[config.mk]
export PLATFORM = sky130hd
export DESIGN_NAME = seg_scan_hc595
export DESIGN_NICKNAME = d
export VERILOG_FILES = /design/src/rtl/seg_pkg.sv /design/src/rtl/seg_scan_hc595_bin2bcd.sv /design/src/rtl/seg_scan_hc595.sv
export SDC_FILE = /design/constraint.sdc
export NUM_CORES = 1
export LEC_CHECK = 0
export CAP_MARGIN = 0
export CORE_MARGIN = 4
export CORE_UTILIZATION = 29
export DETAILED_ROUTE_END_ITERATION = 12
export SETUP_SLACK_MARGIN = 0.05
export SYNTH_ARGS = -nofsm -noshare
export SYNTH_HDL_FRONTEND = slang
export SYNTH_SLANG_ARGS = --single-unit
[constraint.sdc]
create_clock -name clk -period 11 [get_ports clk]
set_clock_uncertainty 0.1 [all_clocks]
set_input_delay 1.1 -clock clk [delete_from_list [all_inputs] [get_ports clk]]
set_output_delay 1.1 -clock clk [all_outputs]
set_load 0.01 [all_outputs]
[src/rtl/seg_pkg.sv]
`timescale 1ns/1ps
`default_nettype none
// ============================================================================
// Module   : seg_pkg
// Purpose  : Shared constants, frame FSM state type and the seven-segment
//            code table for the HC595-driven six-digit display.
// Revision : 1.0 - initial release
// ============================================================================
package seg_pkg;

  localparam int DIGITS  = 6;
  localparam int FRAME_W = 16;
  localparam int BCD_W   = 24;
  localparam int BIN_W   = 20;

  localparam logic [7:0] SEG_BLANK = 8'hFF;
  localparam logic [7:0] SEG_DASH  = 8'hBF;

  // Largest value that fits in six decimal digits
  localparam logic [BIN_W-1:0] BIN_MAX = 20'd999999;

  typedef enum logic [2:0] {
    ST_IDLE     = 3'd0,
    ST_SHIFT_LO = 3'd1,
    ST_SHIFT_HI = 3'd2,
    ST_LATCH    = 3'd3,
    ST_DONE     = 3'd4
  } frame_state_t;

  // Active-low common-anode segment code (bit 7 = dp, kept off)
  function automatic logic [7:0] seg_code(input logic [3:0] d);
    case (d)
      4'd0:    seg_code = 8'hC0;
      4'd1:    seg_code = 8'hF9;
      4'd2:    seg_code = 8'hA4;
      4'd3:    seg_code = 8'hB0;
      4'd4:    seg_code = 8'h99;
      4'd5:    seg_code = 8'h92;
      4'd6:    seg_code = 8'h82;
      4'd7:    seg_code = 8'hF8;
      4'd8:    seg_code = 8'h80;
      4'd9:    seg_code = 8'h90;
      default: seg_code = SEG_BLANK;
    endcase
  endfunction

endpackage
`default_nettype wire

[src/rtl/seg_scan_hc595_bin2bcd.sv]
`timescale 1ns/1ps
`default_nettype none
// ============================================================================
// Module   : bin2bcd_seq
// Purpose  : Sequential double-dabble converter, 20-bit binary to 6-digit BCD.
//            One load cycle followed by 20 shift/add-3 cycles; the result and
//            overflow flag are committed together on the final step.
// Revision : 1.0 - initial release
// ============================================================================
module bin2bcd_seq
  import seg_pkg::*;
(
  input  logic             clk,
  input  logic             reset,
  input  logic             start,
  input  logic [BIN_W-1:0] bin,
  output logic             busy,
  output logic             done,
  output logic [BCD_W-1:0] bcd,
  output logic             overflow
);

  localparam logic [4:0] c_last_step = 5'(BIN_W - 1);

  logic [BIN_W-1:0] r_bin;
  logic [BCD_W-1:0] r_work;
  logic [4:0]       r_cnt;
  logic             r_ovf;
  logic [BCD_W-1:0] w_adj;
  logic [BCD_W-1:0] w_next;

  // One double-dabble step: add 3 to every nibble >= 5, then shift in next bit
  always_comb begin
    w_adj = r_work;
    for (int i = 0; i < BCD_W / 4; i++) begin
      if (r_work[i*4 +: 4] >= 4'd5) begin
        w_adj[i*4 +: 4] = r_work[i*4 +: 4] + 4'd3;
      end
    end
    w_next = {w_adj[BCD_W-2:0], r_bin[BIN_W-1]};
  end

  // High during the last shift step, i.e. the cycle the result is committed
  assign done = busy && (r_cnt == c_last_step);

  // Load, iterate, and commit the finished value to the output register
  always_ff @(posedge clk or posedge reset) begin
    if (reset) begin
      busy     <= 1'b0;
      r_cnt    <= '0;
      r_bin    <= '0;
      r_work   <= '0;
      r_ovf    <= 1'b0;
      bcd      <= '0;
      overflow <= 1'b0;
    end else if (!busy) begin
      if (start) begin
        busy   <= 1'b1;
        r_cnt  <= '0;
        r_bin  <= bin;
        r_work <= '0;
        r_ovf  <= (bin > BIN_MAX);
      end
    end else begin
      r_work <= w_next;
      r_bin  <= {r_bin[BIN_W-2:0], 1'b0};
      r_cnt  <= r_cnt + 5'd1;
      if (done) begin
        busy     <= 1'b0;
        bcd      <= w_next;
        overflow <= r_ovf;
      end
    end
  end

endmodule
`default_nettype wire

[src/rtl/seg_scan_hc595.sv]
`timescale 1ns/1ps
`default_nettype none
// ============================================================================
// Module   : seg_scan_hc595
// Purpose  : Six-digit seven-segment scanner. Converts disp_data to BCD,
//            builds one 16-bit {select, segment} frame per digit slot and
//            bit-serialises it into two cascaded 74HC595 shift registers.
// Revision : 1.0 - initial release
// ============================================================================
module seg_scan_hc595 #(
  parameter int SCAN_CYCLES = 50000,
  parameter int SCK_HALF    = 2,
  parameter int DIGITS      = 6
) (
  input  logic                       clk,
  input  logic                       reset,
  input  logic [seg_pkg::BIN_W-1:0]  disp_data,
  input  logic                       en,
  output logic                       ds,
  output logic                       sh_cp,
  output logic                       st_cp,
  output logic                       bcd_valid,
  output logic                       frame_done
);
  import seg_pkg::*;

  localparam int              SC_W     = (SCAN_CYCLES > 1) ? $clog2(SCAN_CYCLES) : 1;
  localparam int              PH_W     = (SCK_HALF > 1) ? $clog2(SCK_HALF) : 1;
  localparam logic [SC_W-1:0] SC_LAST  = SC_W'(SCAN_CYCLES - 1);
  localparam logic [PH_W-1:0] PH_LAST  = PH_W'(SCK_HALF - 1);
  localparam logic [2:0]      IDX_LAST = 3'(DIGITS - 1);

  // Converter interface
  logic             w_conv_start;
  logic             w_conv_busy;
  logic             w_conv_done;
  logic [BCD_W-1:0] w_bcd;
  logic             w_ovf;
  logic [BIN_W-1:0] r_last_bin;

  // Scan timer
  logic [SC_W-1:0]  r_scan_cnt;
  logic             w_tick;
  logic             r_pending;

  // Frame FSM
  frame_state_t     r_state;
  logic [PH_W-1:0]  r_ph;
  logic [3:0]       r_bit;
  logic [FRAME_W-1:0] r_sreg;
  logic [2:0]       r_idx;
  logic             w_frame_start;

  // Frame mux
  logic [BCD_W-1:0]   w_upper;
  logic [7:0]         w_sel;
  logic [FRAME_W-1:0] w_frame;

  // Reconvert after reset, or whenever the input differs from the last load
  assign w_conv_start = !w_conv_busy && (!bcd_valid || (disp_data != r_last_bin));

  bin2bcd_seq u_conv (
    .clk      (clk),
    .reset    (reset),
    .start    (w_conv_start),
    .bin      (disp_data),
    .busy     (w_conv_busy),
    .done     (w_conv_done),
    .bcd      (w_bcd),
    .overflow (w_ovf)
  );

  // Remember the loaded value and flag the first completed conversion
  always_ff @(posedge clk or posedge reset) begin
    if (reset) begin
      r_last_bin <= '0;
      bcd_valid  <= 1'b0;
    end else begin
      if (w_conv_start) r_last_bin <= disp_data;
      if (w_conv_done)  bcd_valid  <= 1'b1;
    end
  end

  assign w_tick        = (r_scan_cnt == SC_LAST);
  assign w_frame_start = (r_state == ST_IDLE) && r_pending;

  // Free-running slot timer; ticks merge into a single pending request
  always_ff @(posedge clk or posedge reset) begin
    if (reset) begin
      r_scan_cnt <= '0;
      r_pending  <= 1'b0;
    end else begin
      r_scan_cnt <= w_tick ? '0 : r_scan_cnt + 1'b1;
      r_pending  <= w_tick || (r_pending && !w_frame_start);
    end
  end

  // Build the frame for the current digit: blanking, dash and leading zeros
  always_comb begin
    w_upper = w_bcd >> {r_idx, 2'b00};
    w_sel   = ~(8'd1 << r_idx);
    if (!en || !bcd_valid) begin
      w_frame = {8'hFF, SEG_BLANK};
    end else if (w_ovf) begin
      w_frame = {w_sel, SEG_DASH};
    end else if ((r_idx != 3'd0) && (w_upper == '0)) begin
      w_frame = {w_sel, SEG_BLANK};
    end else begin
      w_frame = {w_sel, seg_code(w_upper[3:0])};
    end
  end

  // Serialise one frame MSB first, then pulse the storage latch
  always_ff @(posedge clk or posedge reset) begin
    if (reset) begin
      r_state    <= ST_IDLE;
      r_ph       <= '0;
      r_bit      <= '0;
      r_sreg     <= '0;
      r_idx      <= '0;
      ds         <= 1'b0;
      sh_cp      <= 1'b0;
      st_cp      <= 1'b0;
      frame_done <= 1'b0;
    end else begin
      case (r_state)
        ST_IDLE: begin
          frame_done <= 1'b0;
          if (r_pending) begin
            ds      <= w_frame[FRAME_W-1];
            r_sreg  <= {w_frame[FRAME_W-2:0], 1'b0};
            sh_cp   <= 1'b0;
            r_ph    <= '0;
            r_bit   <= '0;
            r_idx   <= (r_idx == IDX_LAST) ? 3'd0 : r_idx + 3'd1;
            r_state <= ST_SHIFT_LO;
          end
        end
        ST_SHIFT_LO: begin
          if (r_ph == PH_LAST) begin
            r_ph    <= '0;
            sh_cp   <= 1'b1;
            r_state <= ST_SHIFT_HI;
          end else begin
            r_ph <= r_ph + 1'b1;
          end
        end
        ST_SHIFT_HI: begin
          if (r_ph == PH_LAST) begin
            r_ph  <= '0;
            sh_cp <= 1'b0;
            if (r_bit == 4'd15) begin
              ds      <= 1'b0;
              st_cp   <= 1'b1;
              r_state <= ST_LATCH;
            end else begin
              ds      <= r_sreg[FRAME_W-1];
              r_sreg  <= {r_sreg[FRAME_W-2:0], 1'b0};
              r_bit   <= r_bit + 4'd1;
              r_state <= ST_SHIFT_LO;
            end
          end else begin
            r_ph <= r_ph + 1'b1;
          end
        end
        ST_LATCH: begin
          if (r_ph == PH_LAST) begin
            r_ph       <= '0;
            st_cp      <= 1'b0;
            frame_done <= 1'b1;
            r_state    <= ST_DONE;
          end else begin
            r_ph <= r_ph + 1'b1;
          end
        end
        ST_DONE: begin
          frame_done <= 1'b0;
          r_state    <= ST_IDLE;
        end
        default: begin
          r_state <= ST_IDLE;
        end
      endcase
    end
  end

endmodule
`default_nettype wire

==> run metrics <==
DR top layer=met4; setup slack, reg-to-reg=8130 ps; share of the synthesized area in the top cell type=47.8%; Post-Syn Nets=approximately 780; CP max stage delay=~600 ps; Hold Buf Count CTS=0; vias per cell=4.81; Mapped Cells=approximately 740; critical path class=primary input to flip-flop; Root Driver=clkbuf_16; Reg-to-Reg Start=r_idx[0]; crit path max fanout=20; final instance area=roughly 8700 um^2; delay-heaviest family, CP=simple AND/OR/NAND/NOR gates; number of global-route vias before repair=5120; HP Start=ds; Via Count=~5300; Hold WS=381 ps; Layout Cells excl Fill=1096; Rows=58; reg2reg path depth=6; Core Area=25400 um^2; DIE AREA=approximately 29000 um^2; clk slew on worst S/H paths=70 ps; CTS tree=yes; Critical Path RT=about 11000 ps; Synth cell types=59; Post-Route Setup TNS=0 ps; fmax=between 200 and 300 MHz; maxcap violations=0; Hold Crit Depth=2; Clock Latency Late Sink=430 ps; maximum VDD drop=just over 0.08 mV; actual slew at the worst max-slew pin=966 ps; TritonRoute pass-1 iters=5; drt initial violations=326; Top Ports=28; IO buf count=27; asr flop ratio synth=between 90% and 100%; Die Y=169 um; synth top area cells=dfrtp_1, nand2_1, o21ai_0, mux2_2, mux2i_1; HP Class=flip-flop to flip-flop; syn avg cell area=10.2 um^2; Post-Syn Area=approximately 7500 um^2; DR WL met3=505 um; placed cell areas=about 8100 um^2; WP data arrival=3710 ps; width of the die=169 um; GPL Wtd Cong=0.785; final wirelength=14.8 mm; Final Hold Fails=0; # diodes=0; post-CTS setup buffer count=0; Area Growth Syn to Fin=15.7%; drt wl/cell=13.5 um; static leakage=3.79 nW; CTS resizes=0; Antenna Nets Post-Route=0; highest-count cells in the layout ignoring fill and taps=dfrtp_1, nand2_1, o21ai_0; crit end category=flip-flop; Buf+Inv Stages, Crit Path=2; Tot Pwr=between 1 and 1.5 mW; met2 WL=6.59 mm; total gr overflow=0; Synth Register Bits=144; nets=798; total track usage=roughly 11%; first-pass GRT wire length=26.0 mm; top_reg_cell synth=dfrtp_1; crit-path cells=clkdlybuf4s50_1, xnor2_1, nand4_1, nor4_1, nand3_2, buf_4, mux2_2, a21oi_1; Tcrit/Tclk final=31.5%; layout cells sized above 1=roughly an eighth; EDFF count, synth=0; CTS Buf Count=17; RR Endpoint=r_sreg[4]; Final setup viols=0; maximum level of the CTS H-tree=4; Fillers=2553; slowest CP cell=nand3_2; sequential area share after synthesis=47.8%; Pwr per Cell Area=165 nW/um^2; Initial Util=between 20% and 30%; RSZ-0062 raised after global routing=no; pins over their slew limit=0; largest net degree at the start of global routing=roughly 110; fin crit period=3460 ps; Yosys top cell by area=dfrtp_1; DRC Markers=0; hold endpoint=ds; CP Launch Type=primary input; placed cell count=1064; initial antenna violation count=0; WL met1=7.56 mm; status=finished clean; most common cell after layout, fill and taps aside=dfrtp_1; hpwl dp=~10 mm; Bufs on Longest Clock Path=2; yosys warns=0; Sink Count=144; relative slew slack=35.6%
metrics by stage:
| stage | utilization, % | setup slack [ps] |
|---|---|---|
| floorplan | - | 5930 |
| global placement | 31.8 | 7120 |
| finish | 34.4 | 7540 |
| CTS | 34.4 | 7520 |
| detailed placement | 31.8 | 7050 |
| global route | 34.4 | 7320 |
layout make-up:
type                       count  area, um^2  share of cell area, %
tap                          330         413                   4.73
clock buffer                  17         425                   4.87
inverter                      22        87.6                   1.00
multi-input combinational    536        3660                   42.0
timing repair buffer          32         308                   3.53
sequential                   144        3600                   41.3
clock inverter                15         224                   2.57
cells by family (layout without fill, tap and decap cells):
logic type / after synthesis / count (layout) / share of synthesized area [%]
AOI/OAI and AO/OA: 162 / 162 / 13.0
DFF: 144 / 144 / 47.8
xor gates and xnor gates: 43 / 43 / 4.99
and+or+nand+nor: 235 / 235 / 15.5
buffers and inverters: 59 / 86 / 3.72
muxes: 74 / 74 / 11.4
adders and majority gates: 22 / 22 / 3.65
state kept, by name (all words and copies together) (netlist names), 3 cells and up:
name and flops:
r_scan_cnt 16, u_conv.r_work 24, u_conv.r_bin 20, u_conv.bcd 24, r_sreg 15, r_idx 3
r_bit 4, r_last_bin 20, u_conv.r_cnt 5, r_state 3
Yosys cell counts, drive strengths merged, types with 3 or more instances:
| cell type | n |
|---|---|
| dfrtp | 144 |
| nand2 | 105 |
| o21ai | 77 |
| mux2 | 41 |
| mux2i | 31 |
| nor2 | 31 |
| a21oi | 27 |
| xnor2 | 26 |
| nand2b | 25 |
| ha | 22 |
| inv | 22 |
| buf | 20 |
| clkbuf | 17 |
| xor2 | 17 |
| nand3 | 14 |
| o31ai | 13 |
| nand4 | 11 |
| nor3b | 10 |
| nor3 | 9 |
| a31oi | 8 |
| o22ai | 7 |
| nor4 | 6 |
| a32o | 5 |
| nand3b | 5 |
| nor2b | 5 |
| a41oi | 4 |
| and3 | 4 |
| a22o | 3 |
| o2111ai | 3 |
| o32ai | 3 |
| or4 | 3 |
per-layer routing:
layer | global-route usage [%] | up-vias
li1 | - | 2652
met1 | 15.9 | 2545
met2 | 16.3 | 68
met3 | 2.28 | 10
met4 | 3.26 | 0
met5 | 0 | -
power breakdown:
group	switching, mW	leakage [nW]	internal [mW]
logic	0.0930	1.70	0.0928
clock network	0.247	0.315	0.388
registers	0.0437	1.78	0.578
total	0.384	3.79	1.06
worst min-delay path, stage by stage (launching register included):
cell,delay (ps)
dfrtp_1,340
nand2_1,40
o21ai_0,60
worst max-delay path by stage:
stage,startpoint,end,slack [ps],cells after the start
global placement,disp_data[6],u_conv.r_cnt[2],7120,8
CTS,disp_data[6],u_conv.r_cnt[2],7520,8
floorplan,reset,bcd_valid,5930,1
finish,disp_data[6],u_conv.r_cnt[2],7540,8
global route,disp_data[6],u_conv.r_cnt[2],7320,8
detailed placement,disp_data[6],u_conv.r_cnt[2],7050,8
(Power assumes the default switching activity.)
